### config.mk
export PLATFORM = sky130hd
export DESIGN_NAME = demux5_8b_stream_flat
export DESIGN_NICKNAME = d
export VERILOG_FILES = /design/src/rtl/demux5_8b_stream_pkg.sv /design/src/rtl/demux5_8b_stream_if.sv /design/src/rtl/demux5_8b_stream_slot.sv /design/src/rtl/demux5_8b_stream.sv /design/src/flat_wrapper.sv
export SDC_FILE = /design/constraint.sdc
export NUM_CORES = 1
export LEC_CHECK = 0
export BUFFER_PORTS_ARGS = -buffer_cell sky130_fd_sc_hd__buf_2
export CAP_MARGIN = 5
export CORE_MARGIN = 3
export CORE_UTILIZATION = 35
export CTS_CLUSTER_DIAMETER = 100
export CTS_CLUSTER_SIZE = 25
export DETAILED_ROUTE_END_ITERATION = 16
export PLACE_DENSITY = 0.58
export SETUP_SLACK_MARGIN = 0.4
export SKIP_CTS_REPAIR_TIMING = 1
export SLEW_MARGIN = 25
export SYNTH_ARGS = -nofsm -noshare
export SYNTH_HDL_FRONTEND = slang
export SYNTH_SLANG_ARGS = --single-unit
### constraint.sdc
create_clock -name clk -period 1.9 [get_ports clk]
set_input_delay 0.38 -clock clk [delete_from_list [all_inputs] [get_ports clk]]
set_output_delay 0.38 -clock clk [all_outputs]
set_load 0.03 [all_outputs]
### src/rtl/demux5_8b_stream_pkg.sv
// Shared constants for the 1-to-5 8-bit stream distributor.
package demux5_8b_stream_pkg;

    localparam int unsigned W     = 8;   // data width per beat
    localparam int unsigned N     = 5;   // number of output channels
    localparam int unsigned SEL_W = 3;   // select width, 2**SEL_W >= N
    localparam int unsigned CNT_W = 8;   // dropped-beat counter width

    // Number of select codes, legal or not.
    localparam int unsigned SEL_SPAN = 1 << SEL_W;

    // Saturation value of the dropped-beat counter.
    localparam logic [CNT_W-1:0] CNT_MAX = '1;

endpackage

### src/rtl/demux5_8b_stream_if.sv
// Stream bundle for demux5_8b_stream.
//   in_valid/in_ready/in_data/in_sel : single producer side
//   out_valid/out_ready/out_data     : N consumer channels, channel i at out_data[i*W +: W]
// slave  : the distributor's view
// master : the producer/consumer environment's view
interface demux5_8b_stream_if;
    import demux5_8b_stream_pkg::*;

    logic               in_valid;
    logic               in_ready;
    logic [W-1:0]       in_data;
    logic [SEL_W-1:0]   in_sel;
    logic [N-1:0]       out_valid;
    logic [N-1:0]       out_ready;
    logic [N*W-1:0]     out_data;

    modport slave (
        input  in_valid, in_data, in_sel, out_ready,
        output in_ready, out_valid, out_data
    );

    modport master (
        output in_valid, in_data, in_sel, out_ready,
        input  in_ready, out_valid, out_data
    );

endinterface

### src/rtl/demux5_8b_stream_slot.sv
// One-entry valid/ready holding register for a single output channel.
//   load/load_data : write a beat (caller only loads when free)
//   pop            : consumer ready; takes the beat when valid
//   valid/data     : registered channel output
//   free           : slot can accept a load this cycle (empty or popping)
module demux_slot
    import demux5_8b_stream_pkg::*;
(
    input  logic         clk,
    input  logic         reset,
    input  logic         load,
    input  logic [W-1:0] load_data,
    input  logic         pop,
    output logic         valid,
    output logic [W-1:0] data,
    output logic         free
);

    assign free = ~valid | pop;

    // Load wins over pop so a same-cycle pop+load keeps the slot full.
    // Data only changes on load, so it holds while empty.
    always_ff @(posedge clk or posedge reset) begin
        if (reset) begin
            valid <= 1'b0;
            data  <= '0;
        end else if (load) begin
            valid <= 1'b1;
            data  <= load_data;
        end else if (pop) begin
            valid <= 1'b0;
        end
    end

endmodule

### src/rtl/demux5_8b_stream.sv
// Registered 1-to-N distributor for W-bit beats. Each beat goes to the channel
// named by in_sel; beats with an out-of-range select are accepted and dropped,
// counted by a saturating counter and flagged by a one-cycle pulse.
//   clk, reset : clock, async active-high reset
//   bus        : stream bundle (slave modport)
//   drop_cnt   : saturating count of dropped beats
//   drop_pulse : a beat was dropped on the previous edge
module demux5_8b_stream
    import demux5_8b_stream_pkg::*;
(
    input  logic                clk,
    input  logic                reset,
    demux5_8b_stream_if.slave   bus,
    output logic [CNT_W-1:0]    drop_cnt,
    output logic                drop_pulse
);

    logic [N-1:0]        free;
    logic [N-1:0]        load;
    logic [SEL_SPAN-1:0] free_pad;
    logic                legal;
    logic                accept;
    logic                drop;

    // Widen the free vector so any select code can index it safely.
    assign free_pad = SEL_SPAN'(free);
    assign legal    = {1'b0, bus.in_sel} < (SEL_W+1)'(N);

    // Illegal selects are always accepted so they cannot stall the producer.
    assign bus.in_ready = legal ? free_pad[bus.in_sel] : 1'b1;
    assign accept       = bus.in_valid & bus.in_ready;
    assign drop         = accept & ~legal;

    // One-hot load vector gated by accept.
    always_comb begin
        load = '0;
        for (int unsigned i = 0; i < N; i++) begin
            load[i] = accept & legal & (bus.in_sel == SEL_W'(i));
        end
    end

    for (genvar g = 0; g < N; g++) begin : g_slot
        demux_slot u_slot (
            .clk       (clk),
            .reset     (reset),
            .load      (load[g]),
            .load_data (bus.in_data),
            .pop       (bus.out_ready[g]),
            .valid     (bus.out_valid[g]),
            .data      (bus.out_data[g*W +: W]),
            .free      (free[g])
        );
    end

    // Dropped-beat counter (saturating) and pulse.
    always_ff @(posedge clk or posedge reset) begin
        if (reset) begin
            drop_cnt   <= '0;
            drop_pulse <= 1'b0;
        end else begin
            drop_pulse <= drop;
            if (drop && (drop_cnt != CNT_MAX)) begin
                drop_cnt <= drop_cnt + CNT_W'(1);
            end
        end
    end

endmodule

### src/flat_wrapper.sv
// flat-port wrapper written by rule: the top's interface ports become plain ports
module demux5_8b_stream_flat import demux5_8b_stream_pkg::*;
  (clk, reset, drop_cnt, drop_pulse, bus_in_valid, bus_in_data, bus_in_sel, bus_out_ready, bus_in_ready, bus_out_valid, bus_out_data);
  demux5_8b_stream_if bus_i ();
  input  logic clk;
  input  logic reset;
  output logic [CNT_W-1:0] drop_cnt;
  output logic drop_pulse;
  input wire logic [$bits(bus_i.in_valid)-1:0] bus_in_valid;
  input wire logic [$bits(bus_i.in_data)-1:0] bus_in_data;
  input wire logic [$bits(bus_i.in_sel)-1:0] bus_in_sel;
  input wire logic [$bits(bus_i.out_ready)-1:0] bus_out_ready;
  output wire logic [$bits(bus_i.in_ready)-1:0] bus_in_ready;
  output wire logic [$bits(bus_i.out_valid)-1:0] bus_out_valid;
  output wire logic [$bits(bus_i.out_data)-1:0] bus_out_data;
  assign bus_i.in_valid = bus_in_valid;
  assign bus_i.in_data = bus_in_data;
  assign bus_i.in_sel = bus_in_sel;
  assign bus_i.out_ready = bus_out_ready;
  assign bus_in_ready = bus_i.in_ready;
  assign bus_out_valid = bus_i.out_valid;
  assign bus_out_data = bus_i.out_data;
  demux5_8b_stream u_core (.clk(clk), .reset(reset), .bus(bus_i), .drop_cnt(drop_cnt), .drop_pulse(drop_pulse));
endmodule
* Yosys cells after proc, flatten, opt, wreduce, memory -nomap -nowiden
Index checks and enable logic that the tools add are counted.
** Operators by class
- Add/sub/neg operators :: 1
- Order comparisons :: 2
- Equal/unequal tests :: 5
- Muxes and demuxes :: 13
- Bitwise gates (word level) :: 19
- Reduce and logical (&&, ||, !) cells :: 7
** Operators by type and width (number)
- 1-bit 2-to-1 mux :: 12
- 2-bit nonzero test :: 5
- 8-bit by 1-bit adder with 8-bit output, second input constant :: 1
- 1-bit bitwise AND :: 8
- 8-bit inequality test, second input constant :: 1
- 3-bit by 2-bit equality test with 1-bit output, second input constant :: 2
- 1-bit inverter :: 6
- 1-bit bitwise OR :: 5
- 3-bit by 4-bit less-than comparator with 1-bit output, second input constant :: 1
- 1-bit binary-select mux with 3-bit select :: 1
- 3-bit by 1-bit equality test with 1-bit output, second input constant :: 1
- 3-bit equality test, second input constant :: 1
- 3-bit zero test :: 1
- 3-bit less-than comparator, second input constant :: 1
- 1-bit logical AND :: 1
** Word-level totals
- Register bits :: 54
- Bits of input ports :: 19
- Output and inout port bits :: 55

* Depth between registers and ports, before layout
Gate-level depths: netlist (run 1).
- Depth in word-level cells :: 9
- Gate-level depth with buffers :: 5
- Mapped depth without buffers :: 4

* By module
A second synthesis (run 1) with hierarchy kept.
** Unflattened totals
- Cells, all modules :: 156
- Area, all modules :: 2417.3 um^2
** Modules (own cells, without submodules)
- demux_slot :: instances 5, cells each 21, area each 372.9 um^2
- demux5_8b_stream :: instances 1, cells each 51, area each 553.0 um^2

* Least setup slack after synthesis (run 1)
OpenSTA, ideal clock, no wires.
- Path kind :: register to register
- Start :: reg u_core.drop_cnt[0]
- End :: reg u_core.drop_cnt[1]
- Setup time :: 0.125 ns
- Data arrival time :: 1.752 ns
- Required time :: 1.775 ns
- Path slack :: 0.023 ns
- Stages on the path, launching flop included :: 6
- Buffers on the path :: 1
- Clock period less this slack :: 1.877 ns
- Path through :: dfrtp_1 > ha_1 > clkbuf_1 > nand4_1 > o21ai_0 > mux2_2
** Between the ends
- Cells in the longest elaborated chain, start to end :: 2
- Elaborated cells between the ends (all ways) :: 3
- Those cells by class :: 1 x add/sub; 1 x eq/ne; 1 x reduce/logical
** Ends and longest elaborated chain
- start: declaration :: line demux5_8b_stream.sv:14 : output logic [CNT_W-1:0] drop_cnt,
- start signal: assignment :: line demux5_8b_stream.sv:63 : drop_cnt <= drop_cnt + CNT_W'(1);
- branches (longest 2 deep; another with 8-bit by 1-bit adder with 8-bit output)
Several ways; the timed one is not identified.
A chain may end at the register's enable or synchronous reset.

* Worst setup path after layout (run 1)
- Start :: reg u_core.g_slot[3].u_slot.valid
- End :: out bus_in_ready
** Between the ends
- Cells in the longest elaborated chain, start to end :: 5
** Ends and longest elaborated chain
- start: declaration :: line demux5_8b_stream_slot.sv:14 : output logic valid,
- start signal: assignment :: line demux5_8b_stream_slot.sv:25 : valid <= 1'b0;
- start signal: assignment :: line demux5_8b_stream_slot.sv:28 : valid <= 1'b1;
- start signal: assignment :: line demux5_8b_stream_slot.sv:31 : valid <= 1'b0;
- 1-bit inverter :: line demux5_8b_stream_slot.sv:19 : assign free = ~valid | pop;
- 1-bit bitwise OR :: line demux5_8b_stream_slot.sv:19
- 1-bit binary-select mux with 3-bit select :: line demux5_8b_stream.sv:30 : assign bus.in_ready = legal ? free_pad[bus.in_sel] : 1'b1;
- 1-bit 2-to-1 mux (implied by the code) :: line demux5_8b_stream.sv:30
- 1-bit 2-to-1 mux :: line demux5_8b_stream.sv:30
- end: declaration :: line flat_wrapper.sv:13 : output wire logic [$bits(bus_i.in_ready)-1:0] bus_in_ready;
No other way between the ends. The select of a mux whose other input is x is not followed.

==> summary.txt, run 1 <==
fin crit share = 101.8%
Layout Cells excl Fill = 311
first-pass GRT wire length = 7900 um
grt ovf = 0
Clock Skew = 0.009943 ns
Core Footprint = 0.006131 sq mm
Die H = 87.08 um
min Tclk post-route = 1.935 ns
LEAKAGE = 0.001407 uW
failing checks = negative setup slack
Clk pin slew, worst setup/hold paths = 0.10 ns
WP data required = 1.52 ns
Post-synth ARST share = 100.0%
Max clock buf depth = 2
outcome = finished with violations
max cap viols = 0
htree depth = 2
Yosys reg bits = 54
Yosys top cell area share = 58.73%
syn nets = 178
Ant. Diodes = 0
die area = 0.007583 sq mm
top-count cell post-synth = dfrtp_1
final antenna-violating net count = 0
RR Endpoint = u_core.drop_cnt[1]$_DFFE_PP0P_
area leader, netlist = dfrtp_1
Final Util = 47.37%
FF-to-FF setup slack = 0.48 ns
TritonCTS clock tree = built
Root Driver = clkbuf_8
Most used DFF post-synth = dfrtp_1
vias per cell = 4.910
Cell Rows = 28
Crit path arrival time = 1.55 ns
CP endpoint = bus_in_ready
proportion of layout cells with a drive suffix above 1 = 63.14%
kind of critical path = register to primary output
total wire length = 4888 um
IO Port Bufs = 73
R2R depth = 4
Cell Pwr Density = 1206 mW/mm^2
sequential cell area fraction in the yosys report = 58.73%
Startpoint Class = register
maximum VDD drop = 0.4739 mV
initial core utilization = 37.53%
Die Wd = 87.08 um
post-synthesis cell area = 0.002301 sq mm
count of pins over their slew limit = 0
maximum clock frequency = 516.9 MHz
DP HPWL = 3522 um
final worst hold slack = 0.1230 ns
number of cells produced by synthesis = 158
Final setup viols = 1
Yosys cell types = 35
Rel. slew slack = 73.39%
vias after detailed routing = 1527
initial antenna violation count = 0
Warnings, synthesis = 0
Worst Hold Class = input pin to async pin
Area growth syn-to-layout = 26.21%
GRT Total Usage = 13.62%
Critical path origin = u_core.g_slot[3].u_slot.valid$_DFFE_PP0P_
EDFF count, synth = 0
Avg Cell Area, Syn = 14.56 sq um
worst-path fanout max = 3
TritonCTS Buffers = 5
clock sinks = 54
actual slew at the worst max-slew pin = 0.3982 ns
Area contributors post-synth = dfrtp_1 (59%), mux2_2 (22%), buf_4 (2.0%)
Fill cells = 557
Initial DRT Pass Iterations = 4
final hold vios = 0
io pins = 74
RSZ-0062 raised after global routing = true
R2R Path Start = u_core.drop_cnt[0]$_DFFE_PP0P_
placed cells = 302
nets = 255
fin worst setup slack = -0.03461 ns
WL/cell = 15.72 um
most frequent cells after synthesis = dfrtp_1 (54), mux2_2 (45), buf_4 (6), nand2b_1 (6), nand2_1 (5)
GP Congestion = 0.7019
crit end category = primary output
vias in the first global route = 1514
largest net degree at the start of global routing = 55
DRT iter0 DRCs = 81
DRC = 0
Worst-Skew Late Latency = 0.31 ns
[power breakdown]
group / switching (uW) / leakage, uW / internal (uW) / total, uW
clock: 391 / 0.0000408 / 264 / 655
combinational: 821 / 0.000706 / 444 / 1260
sequential: 177 / 0.000661 / 1410 / 1580
total: 1390 / 0.00141 / 2110 / 3500
[critical path, cell delays in order (launching register included)]
cell and delay, ns:
dfrtp_1 0.40, nand2b_4 0.07, mux4_2 0.49, a2bb2oi_4 0.15, buf_6 0.14
[worst min-delay path by stage]
stage | from | endpoint | slack, ns
after CTS | reset | u_core.g_slot[1].u_slot.data[0]$_DFFE_PP0P_ | 0.13
final | reset | u_core.drop_cnt[1]$_DFFE_PP0P_ | 0.12
after floorplan | reset | u_core.drop_cnt[2]$_DFFE_PP0P_ | 0.45
after global routing | reset | u_core.g_slot[1].u_slot.data[0]$_DFFE_PP0P_ | 0.14
after global placement | reset | u_core.drop_cnt[3]$_DFFE_PP0P_ | 0.48
after detailed placement | reset | u_core.drop_cnt[3]$_DFFE_PP0P_ | 0.48
[per-layer routing]
metal / vias up / global-route usage [%] / part of all wire (%)
li1: 714 / - / -
met1: 773 / 17.91 / 44
met2: 36 / 21.67 / 49
met3: 4 / 4.257 / 6.0
met4: 0 / 3.824 / 0.78
met5: - / 0 / 0
[cell usage in the layout (no fill, tap or decap), types with 2 or more instances in the layout]
master,synthesis,layout
buf_2,2,72
buf_4,6,5
clkbuf_8,0,5
clkinvlp_4,0,3
dfrtp_1,54,52
dfrtp_2,0,2
mux2_2,45,45
nand2_1,5,5
nand2b_1,6,3
nand2b_4,1,4
nand3_1,4,4
nand4_1,3,3
nor2_1,2,2
nor2b_1,4,4
[layout make-up]
cell class / instances / area, sq um / share of cell area (%)
multi-input combinational: 93 / 923.4 / 31.80
clock inverter: 3 / 23.77 / 0.8186
timing repair buffer: 79 / 429.2 / 14.78
tap: 75 / 93.84 / 3.231
inverter: 2 / 11.26 / 0.3878
clock buffer: 5 / 68.82 / 2.370
sequential: 54 / 1354 / 46.62
[cell families after synthesis]
kind of cell	share of synthesized area, %
compound gates	2.937
xor+xnor	0.3807
fa+ha+maj	0.5437
buf+inv	2.882
flops	58.73
mux	23.17
simple gates	11.37
[sequential cells by signal, indices dropped and copies added (netlist names)]
signal / count
u_core.g_slot.u_slot.valid: 5
u_core.drop_cnt: 8
u_core.g_slot.u_slot.data: 40
u_core.drop_pulse: 1
[per-stage QoR]
stage	total power (uW)	cell area [sq um]	TNS (ns)	setup slack (ns)
3_3_place_gp	2873	2794	0	0.08319
6_report	3503	2904	-0.03461	-0.03461
5_1_grt	3691	2904	-0.09170	-0.09170
2_1_floorplan	2471	2344	0	0.1996
4_1_cts	3545	2887	-0.09349	-0.09349
3_5_place_dp	2888	2794	0	0.08375
Power figures use the tool's default switching activity.
==> run 2: changes to the inputs <==
--- a/config.mk
+++ b/config.mk
@@ -14,5 +14,5 @@
 export DETAILED_ROUTE_END_ITERATION = 16
 export PLACE_DENSITY = 0.58
-export SETUP_SLACK_MARGIN = 0.4
+export SETUP_SLACK_MARGIN = 0.05
 export SKIP_CTS_REPAIR_TIMING = 1
 export SLEW_MARGIN = 25
==> constraint.sdc (replaced) <==
create_clock -name clk -period 1.9 [get_ports clk]
set_input_delay 0.38 -clock clk [delete_from_list [all_inputs] [get_ports clk]]
set_output_delay 0.38 -clock clk [all_outputs]
set_load 0.05 [all_outputs]
==> run 2 against run 1 <==
Net effect:
- the flow now finishes without violations
- largest cell class unchanged
- clock power is 19% higher
- cell area is 1.2% higher
- maximum frequency is 2.2% higher
- critical path depth stayed put
- wire length is 1.2% higher
- combinational power is 31% higher
- non-clock buffer count is 5 higher
- setup slack better by 0.041 ns
- first-iteration DRC count is 41% lower
- clock skew is 0.0026 ns lower
==> summary.txt, run 2 (synthesis gave the netlist of run 1 again) <==
RSZ-0062 raised after global routing = true
Final Util = 47.92%
RR Endpoint = u_core.drop_cnt[1]$_DFFE_PP0P_
Ant. Diodes = 0
final antenna-violating net count = 0
DRC = 0
Critical path origin = u_core.g_slot[3].u_slot.valid$_DFFE_PP0P_
Clock Skew = 0.007390 ns
Die H = 87.08 um
proportion of layout cells with a drive suffix above 1 = 62.24%
leading cell types in the layout, fill and taps excluded = buf_2 (72), dfrtp_1 (52), mux2_2 (45)
FF-to-FF setup slack = 0.38 ns
Area growth syn-to-layout = 27.68%
WP data required = 1.52 ns
outcome = completed
crit path buf inv count = 1
IO Port Bufs = 73
TritonCTS clock tree = built
Cell Pwr Density = 1368 mW/mm^2
die area = 0.007583 sq mm
Max clock buf depth = 2
Startpoint Class = register
R2R Path Start = u_core.drop_cnt[0]$_DFFE_PP0P_
crit end category = primary output
initial core utilization = 37.53%
LEAKAGE = 0.001431 uW
number of flip-flops in the largest register = 40
Crit path arrival time = 1.51 ns
fin crit share = 99.64%
CP Cell Sequence = nand2b_1 -> mux4_2 -> a2bb2oi_2 -> buf_6
family with the most delay on the worst path = multiplexers
Final setup viols = 0
GRT Total Usage = 13.97%
clock sinks = 54
final hold vios = 0
DRT iter0 DRCs = 48
WL/cell = 15.66 um
Fill cells = 561
largest net degree at the start of global routing = 55
io pins = 74
maximum VDD drop = 0.7695 mV
maximum clock frequency = 528.2 MHz
total wire length = 4948 um
Core Footprint = 0.006131 sq mm
worst-path fanout max = 2
Crit-path slowest cell = mux4_2
Worst-Skew Late Latency = 0.30 ns
initial antenna violation count = 0
Rel. slew slack = 73.24%
Clk pin slew, worst setup/hold paths = 0.10 ns
Root Driver = clkbuf_8
top flop regs = u_core.g_slot.u_slot.data: 40 flops, u_core.drop_cnt: 8 flops, u_core.g_slot.u_slot.valid: 5 flops
CP endpoint = bus_in_ready
Cell Rows = 28
vias after detailed routing = 1547
commonest non-fill, non-tap cell in the layout = buf_2
GP Congestion = 0.7565
nets = 260
Crit path depth = 4
Worst Hold Class = input pin to async pin
R2R depth = 4
grt ovf = 0
DP HPWL = 3618 um
max cap viols = 0
htree depth = 2
vias in the first global route = 1531
Die Wd = 87.08 um
kind of critical path = register to primary output
CP max stage delay = 0.48 ns
min Tclk post-route = 1.893 ns
vias per cell = 4.896
first-pass GRT wire length = 8079 um
count of pins over their slew limit = 0
TNS Setup = 0 ns
TritonCTS Buffers = 5
Initial DRT Pass Iterations = 4
total power = 4020 uW
Biggest register = u_core.g_slot.u_slot.data
actual slew at the worst max-slew pin = 0.4005 ns
## run 2: changes by cell type in the layout (fill, tap and decap cells not counted), moves of 2 or more
cell / previous run / this run
nand2b_4: 4 / 1
clkinvlp_4: 3 / 1
nand2b_1: 3 / 6
buf_4: 5 / 9
## run 2: metal layers
| layer | routed length (um) | vias to the layer above | track usage, % |
|---|---|---|---|
| met5 | 0 | - | 0 |
| met4 | 47 | 0 | 3.824 |
| met3 | 357 | 5 | 4.541 |
| met2 | 2431 | 47 | 22.36 |
| met1 | 2112 | 769 | 18.18 |
| li1 | - | 726 | - |
## run 2: cell type report
cell class	count	area, sq um	area share [%]
Inverter	2	7.507	0.2555
Clock inverter	3	48.80	1.661
Timing Repair Buffer	84	479.2	16.31
Clock buffer	5	68.82	2.342
Tap cell	75	93.84	3.194
Sequential cell	54	1354	46.08
Multi-Input combinational cell	93	885.9	30.15
## run 2: per-stage QoR
| stage | setup WS [ns] | instances | hold slack, ns | instance area [sq um] |
|---|---|---|---|---|
| floorplan | 0.02525 | 158 | 0.4890 | 2310 |
| global placement | 0.02944 | 306 | 0.4537 | 2803 |
| detailed placement | 0.02954 | 306 | 0.4601 | 2803 |
| CTS | -0.1094 | 314 | 0.1157 | 2920 |
| global route | -0.07027 | 316 | 0.1322 | 2938 |
| finish | 0.006876 | 316 | 0.1067 | 2938 |
## run 2: worst register-to-register path, stage by stage, from the launching register on
cell and delay, ns:
dfrtp_2 0.40, ha_1 0.18, nand4_1 0.13, o21ai_0 0.33, mux2_2 0.37
## run 2: how the worst min path moves through the flow
| stage | start | to | cells after the start |
|---|---|---|---|
| 4_1_cts | reset | u_core.drop_cnt[3]$_DFFE_PP0P_ | 3 |
| 6_report | reset | u_core.drop_pulse$_DFF_PP0_ | 3 |
| 2_1_floorplan | u_core.g_slot[1].u_slot.valid$_DFFE_PP0P_ | u_core.g_slot[1].u_slot.valid$_DFFE_PP0P_ | 2 |
| 3_3_place_gp | reset | u_core.drop_pulse$_DFF_PP0_ | 3 |
| 3_5_place_dp | reset | u_core.drop_pulse$_DFF_PP0_ | 3 |
| 5_1_grt | reset | u_core.g_slot[0].u_slot.data[3]$_DFFE_PP0P_ | 3 |
## run 2: where the power goes
part           switching (uW)  internal, uW  leakage (uW)
logic                    1210           443      0.000713
clock network             381           402     0.0000563
registers                 177          1410      0.000661
total                    1770          2250       0.00143
